--- config.mk ---
export PLATFORM = sky130hd
export DESIGN_NAME = dsp_vector_addsub_pipe
export DESIGN_NICKNAME = d
export VERILOG_FILES = /design/src/rtl/dsp_vector_addsub_pipe.sv
export SDC_FILE = /design/constraint.sdc
export NUM_CORES = 1
export LEC_CHECK = 0
export ABC_AREA = 1
export ABC_CLOCK_PERIOD_IN_PS = 3000
export CAP_MARGIN = 20
export CORE_MARGIN = 2
export CORE_UTILIZATION = 53
export DETAILED_ROUTE_END_ITERATION = 8
export GPL_TIMING_DRIVEN = 1
export HOLD_SLACK_MARGIN = 0.15
export PLACE_DENSITY = 0.78
export SYNTH_ARGS = -nofsm -noshare
export SYNTH_HDL_FRONTEND = slang
export SYNTH_SLANG_ARGS = --single-unit
--- constraint.sdc ---
create_clock -name clock -period 3 [get_ports clock]
set_input_delay 0.75 -clock clock [delete_from_list [all_inputs] [get_ports clock]]
set_output_delay 0.75 -clock clock [all_outputs]
set_load 0.01 [all_outputs]
--- src/rtl/dsp_vector_addsub_pipe.sv ---
// Pipelined signed vector add/subtract with per-lane overflow flags.
// Define DSP_VECTOR_ADDSUB_SAT_EN to saturate overflowing lanes instead of wrapping.
module dsp_vector_addsub_pipe #(
   parameter int WIDTH  = 8,
   parameter int LANES  = 4,
   parameter int STAGES = 2
) (
   input  logic                   clock,
   input  logic                   reset,
   input  logic                   en,
   input  logic                   in_valid,
   input  logic                   op,
   input  logic [LANES*WIDTH-1:0] a,
   input  logic [LANES*WIDTH-1:0] b,
   output logic                   out_valid,
   output logic [LANES*WIDTH-1:0] y,
   output logic [LANES-1:0]       ovf
);

   localparam int VW = LANES * WIDTH;

`ifdef DSP_VECTOR_ADDSUB_SAT_EN
   localparam logic [WIDTH-1:0] SAT_MAX = {1'b0, {(WIDTH-1){1'b1}}};
   localparam logic [WIDTH-1:0] SAT_MIN = {1'b1, {(WIDTH-1){1'b0}}};
`endif

   logic [VW-1:0]    s1_a;
   logic [VW-1:0]    s1_b;
   logic             s1_op;
   logic             s1_valid;

   logic [VW-1:0]    lane_y;
   logic [LANES-1:0] lane_ovf;
   logic [WIDTH:0]   ext_a;
   logic [WIDTH:0]   ext_b;
   logic [WIDTH:0]   sum;

   always_ff @(posedge clock) begin
      if (reset) begin
         s1_a     <= '0;
         s1_b     <= '0;
         s1_op    <= 1'b0;
         s1_valid <= 1'b0;
      end else if (en) begin
         s1_a     <= a;
         s1_b     <= b;
         s1_op    <= op;
         s1_valid <= in_valid;
      end
   end

   // Sign-extend to WIDTH+1; the top two result bits differ exactly on overflow.
   always_comb begin
      lane_y   = '0;
      lane_ovf = '0;
      ext_a    = '0;
      ext_b    = '0;
      sum      = '0;
      for (int i = 0; i < LANES; i++) begin
         ext_a = {s1_a[i*WIDTH+WIDTH-1], s1_a[i*WIDTH +: WIDTH]};
         ext_b = {s1_b[i*WIDTH+WIDTH-1], s1_b[i*WIDTH +: WIDTH]};
         sum   = s1_op ? (ext_a - ext_b) : (ext_a + ext_b);
         lane_ovf[i] = sum[WIDTH] ^ sum[WIDTH-1];
`ifdef DSP_VECTOR_ADDSUB_SAT_EN
         if (lane_ovf[i]) begin
            lane_y[i*WIDTH +: WIDTH] = sum[WIDTH] ? SAT_MIN : SAT_MAX;
         end else begin
            lane_y[i*WIDTH +: WIDTH] = sum[WIDTH-1:0];
         end
`else
         lane_y[i*WIDTH +: WIDTH] = sum[WIDTH-1:0];
`endif
      end
   end

   generate
      if (STAGES == 1) begin : g_one
         assign out_valid = s1_valid;
         assign y         = lane_y;
         assign ovf       = lane_ovf;
      end else begin : g_pipe
         logic [VW-1:0]    pipe_y   [STAGES-1];
         logic [LANES-1:0] pipe_ovf [STAGES-1];
         logic [STAGES-2:0] pipe_v;

         always_ff @(posedge clock) begin
            if (reset) begin
               for (int s = 0; s < STAGES-1; s++) begin
                  pipe_y[s]   <= '0;
                  pipe_ovf[s] <= '0;
               end
               pipe_v <= '0;
            end else if (en) begin
               pipe_y[0]   <= lane_y;
               pipe_ovf[0] <= lane_ovf;
               pipe_v[0]   <= s1_valid;
               for (int s = 1; s < STAGES-1; s++) begin
                  pipe_y[s]   <= pipe_y[s-1];
                  pipe_ovf[s] <= pipe_ovf[s-1];
                  pipe_v[s]   <= pipe_v[s-1];
               end
            end
         end

         assign out_valid = pipe_v[STAGES-2];
         assign y         = pipe_y[STAGES-2];
         assign ovf       = pipe_ovf[STAGES-2];
      end
   endgenerate

endmodule
# Word-level counts from Yosys, hierarchy flattened
# Memories as Yosys holds them, arrays and structs flattened.
# Cells that the tools add are included.
# Widths: inputs -> output; s select.
dict set report word_totals {
  reg_bits 67
  latchBits 0
  mem_bits_rw 36
  mem_bits_ro 0
  in_bits 69
  elab_cells 34
  mem_count 2
}
dict set report classes {
  addsub 8
  n_mul 0
  n_div 0
  order_cmp 0
  n_eq_ne 0
  shift 0
  mux 13
  bitwise 4
  n_reduce_logical 2
}
# name words word_bits rd rd_clocked_by_memory_dff write_ports line
set mem_list {}
lappend mem_list {g_pipe.pipe_y 1 32 1 0 1 82} ;# logic [VW-1:0] pipe_y [STAGES-1];
lappend mem_list {g_pipe.pipe_ovf 1 4 1 0 1 83} ;# logic [LANES-1:0] pipe_ovf [STAGES-1];
# cell n
set ops {}
lappend ops {{$add 8x8->9} 4}
lappend ops {{$mux 9} 4}
lappend ops {{$sub 8x8->9} 4}
lappend ops {{$mux 32} 1}
lappend ops {{$reduce_or 32->1} 1}
lappend ops {{$mux 1} 7}
lappend ops {{$mux 4} 1}
lappend ops {{$reduce_or 4->1} 1}
lappend ops {{$xor 1x1->1} 4}

# Longest topological paths before layout
dict set report depth {
  ltp_word 5
  ltp_mapped 18
  mapped_depth_nobuf 18
}

# Worst setup path before layout
# No wires, ideal clock.
dict set report synth_timing {
  path_type {input to register}
  from {input en}
  to {memory g_pipe.pipe_ovf[0][0] (enable)}
  arrival_time_ns 2.044
  path_slack_ns 0.544
  cell_stages 3
  path_buffers 1
  cell_sequence {inv_1 nand2_1 clkbuf_1}
}
dict set report synth_via {
  elab_chain_len 5
}
# element line
set synth_rtl {}
lappend synth_rtl {{start, declared} 10} ;# input logic en,
lappend synth_rtl {{$mux 1 (*)} 93} ;# end else if (en) begin
lappend synth_rtl {{$mux 1 (*)} 87} ;# if (reset) begin
lappend synth_rtl {{$mux 1 (not written as such) (*)} 95} ;# pipe_ovf[0] <= lane_ovf;
lappend synth_rtl {{$reduce_or 4->1 (no line)} -}
lappend synth_rtl {{$mux 1 (no line) (*)} -}
lappend synth_rtl {{end, declared} 83}
# Mark *: on every way between the ends. The rest lies on a longest branch, timed or not.

# Final worst setup path
dict set report layout_timing {
  from {register s1_b[16]}
  to {memory g_pipe.pipe_ovf[0][2], data pin}
}
dict set report layout_via {
  elab_chain_len 4
  elab_cells_between_ends 5
  cone_classes {add/sub (2); mux (2); bitwise (1)}
}
# element line
set layout_rtl {}
lappend layout_rtl {{start, declared} 28} ;# logic [VW-1:0] s1_b;
lappend layout_rtl {{start signal, assigned} 41} ;# s1_b <= '0;
lappend layout_rtl {{start signal, assigned} 46} ;# s1_b <= b;
lappend layout_rtl {{$add 8x8->9 or $sub 8x8->9 (tied branches)} 62} ;# sum = s1_op ? (ext_a - ext_b) : (ext_a + ext_b);
lappend layout_rtl {{$mux 9 (*)} 62}
lappend layout_rtl {{$xor 1x1->1 (*)} 63} ;# lane_ovf[i] = sum[WIDTH] ^ sum[WIDTH-1];
lappend layout_rtl {{$mux 4 (no line) (*)} -}
# Marks and branches as above.

==> run metrics <==
library cells used by synthesis 37; row cnt 38; drt drc 0; most frequent CP cell inv_1; Clock Pin Slew Worst Setup and Hold Paths 90 ps; Critical Path Fanout Max 7; post-route cell area 7280 um2; Slew Limit Fails 0; Crit path largest cell delay 410 ps; Tmin final 2680 ps; endpoints failing setup 0; GPL Wtd Cong 0.844; largest net degree at the start of global routing 85; Avg Cell Area, Syn 8.02 um2; setup_tns 0 ps; I/O Buffers 105; antenna cell count 0; Slew HR 0.461; VDD IR max 0.326 mV; Setup crit end kind flop; flops & latches, synth 103; area of the multi-input gates 2980 um2; clk buf depth 2; worst hold path type reg2reg; Worst setup SP type flop; FILL cells 873; IO Count 106; Inst Count DP 958; setup bufs post-CTS 0; Max Freq 374 MHz; cell count after synthesis 730; Worst Path Required 3150 ps; CTS tree built; RSZ-0062 raised after global routing no; Synth warnings 0; Layout area overhead 24.4%; share of cells above drive strength 1 0.0899; post-synthesis sequential area ratio 0.414; Initial Util 0.542; Detail Route Antenna Nets 0; CP arrival 2830 ps; hold buffers post-CTS 0; routed wire length 13,500 um; mapped cell area 5850 um2; Max Cap Viol 0; width of the die 109 um; worst-margin pin slew 809 ps; clk root buf clkbuf_8; Hold Fails Final Rpt 0; Reg area 2420 um2; synthesized net count 839; CTS resizes 0; first-pass GRT wire length 22,400 um; clk sinks 103; gr usage total 0.239; Clk Latency, worst-skew pair 390 ps; die span in y 109 um; status completed; drt via density 5.32; Post-Route Hold Slack 484 ps; Final Core Density 0.674; Setup Skew 10.3 ps; vias in the first global route 5,046; top area cells in the synthesized netlist dfxtp_1 23%, edfxtp_1 18%, nand2_1 12%; post-synth top area cell dfxtp_1; drt wl/cell 13.9 um; final net count 938; Pre-antenna DRT Iters 5; htree depth 3; HPWL Detailed 9650 um; crit-path cells inv_1 -> ha_1 -> inv_1 -> nor2_4 -> inv_1 -> o21ai_0 -> xnor2_1 -> inv_1 -> ha_1 -> a21o_1 -> a21boi_2 -> nand3b_1 -> nand2_1 -> nand3_1 -> nand2_1 -> nor2_1; initial DRC count 228; crit path kind reg2reg; non-filler instance count after layout 974; Core Box Area 10,800 um2; total CTS buffers 9; crit share post-route 0.892; Lkg Pwr 0.00333 uW; R2R setup slack 320 ps; post-place instance area 7050 um2; post-synth top area share 0.229; die area 11,900 um2; initial antenna violation count 0; via count 5,185; slowest stage cell, crit path dfxtp_1; total grt overflow 0; Pwr per Cell Area 521 nW/um2
-- report_power, final --
group,total (uW),internal (uW),switching (uW),leakage [uW]
registers,1640,1570,65.9,0.000949
logic,1180,519,663,0.00227
clock network,970,508,462,0.000115
-- final timing paths --
kind	start	endpoint	cells after the start
worst max register to register	s1_b[16]	g_pipe.pipe_ovf[0][2]	16
worst max-delay path	s1_b[16]	g_pipe.pipe_ovf[0][2]	16
worst min register to register	s1_a[10]	s1_a[10]	2
worst min-delay path	s1_a[10]	s1_a[10]	2
-- stage by stage --
step / total power (uW) / setup WS [ps]
finish: 3790 / 324
global route: 4010 / 64.8
CTS: 3810 / 370
detailed placement: 2830 / 385
global placement: 2790 / 497
floorplan: 2450 / 544
-- worst max-delay path, delay by kind of cell (launching register included) --
kind	cells	cell delay, ps
compound gates	3	460
xor+xnor	1	170
fa+ha+maj	2	570
buf+inv	4	340
flops	1	410
simple gates	6	480
-- layout by cell type, fill, tap and decap left out, types with 14 or more instances in the layout --
| master | count |
|---|---|
| a21oi_1 | 38 |
| inv_1 | 86 |
| edfxtp_1 | 36 |
| clkdlybuf4s50_1 | 105 |
| nor2_1 | 32 |
| dfxtp_1 | 67 |
| ha_1 | 36 |
| nand3_1 | 67 |
| nand2_2 | 14 |
| nand2_1 | 181 |
| xor2_1 | 16 |
| o21ai_0 | 53 |
-- cell usage after synthesis (all sizes together) --
| master | number |
|---|---|
| clkbuf | 7 |
| clkinv | 1 |
| xor2 | 16 |
| buf | 18 |
| fa | 4 |
| o21bai | 3 |
| a21oi | 44 |
| nand3b | 4 |
| o21a | 6 |
| nand3 | 77 |
| xnor2 | 4 |
| dfxtp | 67 |
| a22oi | 4 |
| nor3 | 4 |
| o31ai | 4 |
| ha | 36 |
| a31o | 1 |
| inv | 89 |
| edfxtp | 36 |
| a21o | 5 |
| o21ai | 53 |
| nand4 | 4 |
| nor2 | 41 |
| a31oi | 6 |
| a21boi | 1 |
| nand2 | 195 |
-- cells by family after synthesis --
family	synth area share
DFF	0.414
buffers and inverters	0.0785
AOI/OAI and AO/OA	0.128
adders and majority gates	0.0906
and+or+nand+nor	0.259
xor gates and xnor gates	0.0299
-- sequential cells by signal, indices dropped and copies added (netlist names) --
| register | cells |
|---|---|
| g_pipe.pipe_y | 32 |
| s1_op | 1 |
| out_valid | 1 |
| s1_b | 32 |
| s1_a | 32 |
| g_pipe.pipe_ovf | 4 |
| s1_valid | 1 |
-- metal layers --
metal,track usage,wire length (um)
met5,0,0
met4,0.0769,207
met3,0.0640,889
met2,0.425,6790
met1,0.278,5620
-- cell type report --
class	count	area share
multi-input combinational	512	0.409
sequential	103	0.333
timing repair buffer	113	0.156
inverter	90	0.0464
clock buffer	14	0.0268
tap	140	0.0241
clock inverter	2	0.00464
Power figures use the tool's default switching activity.
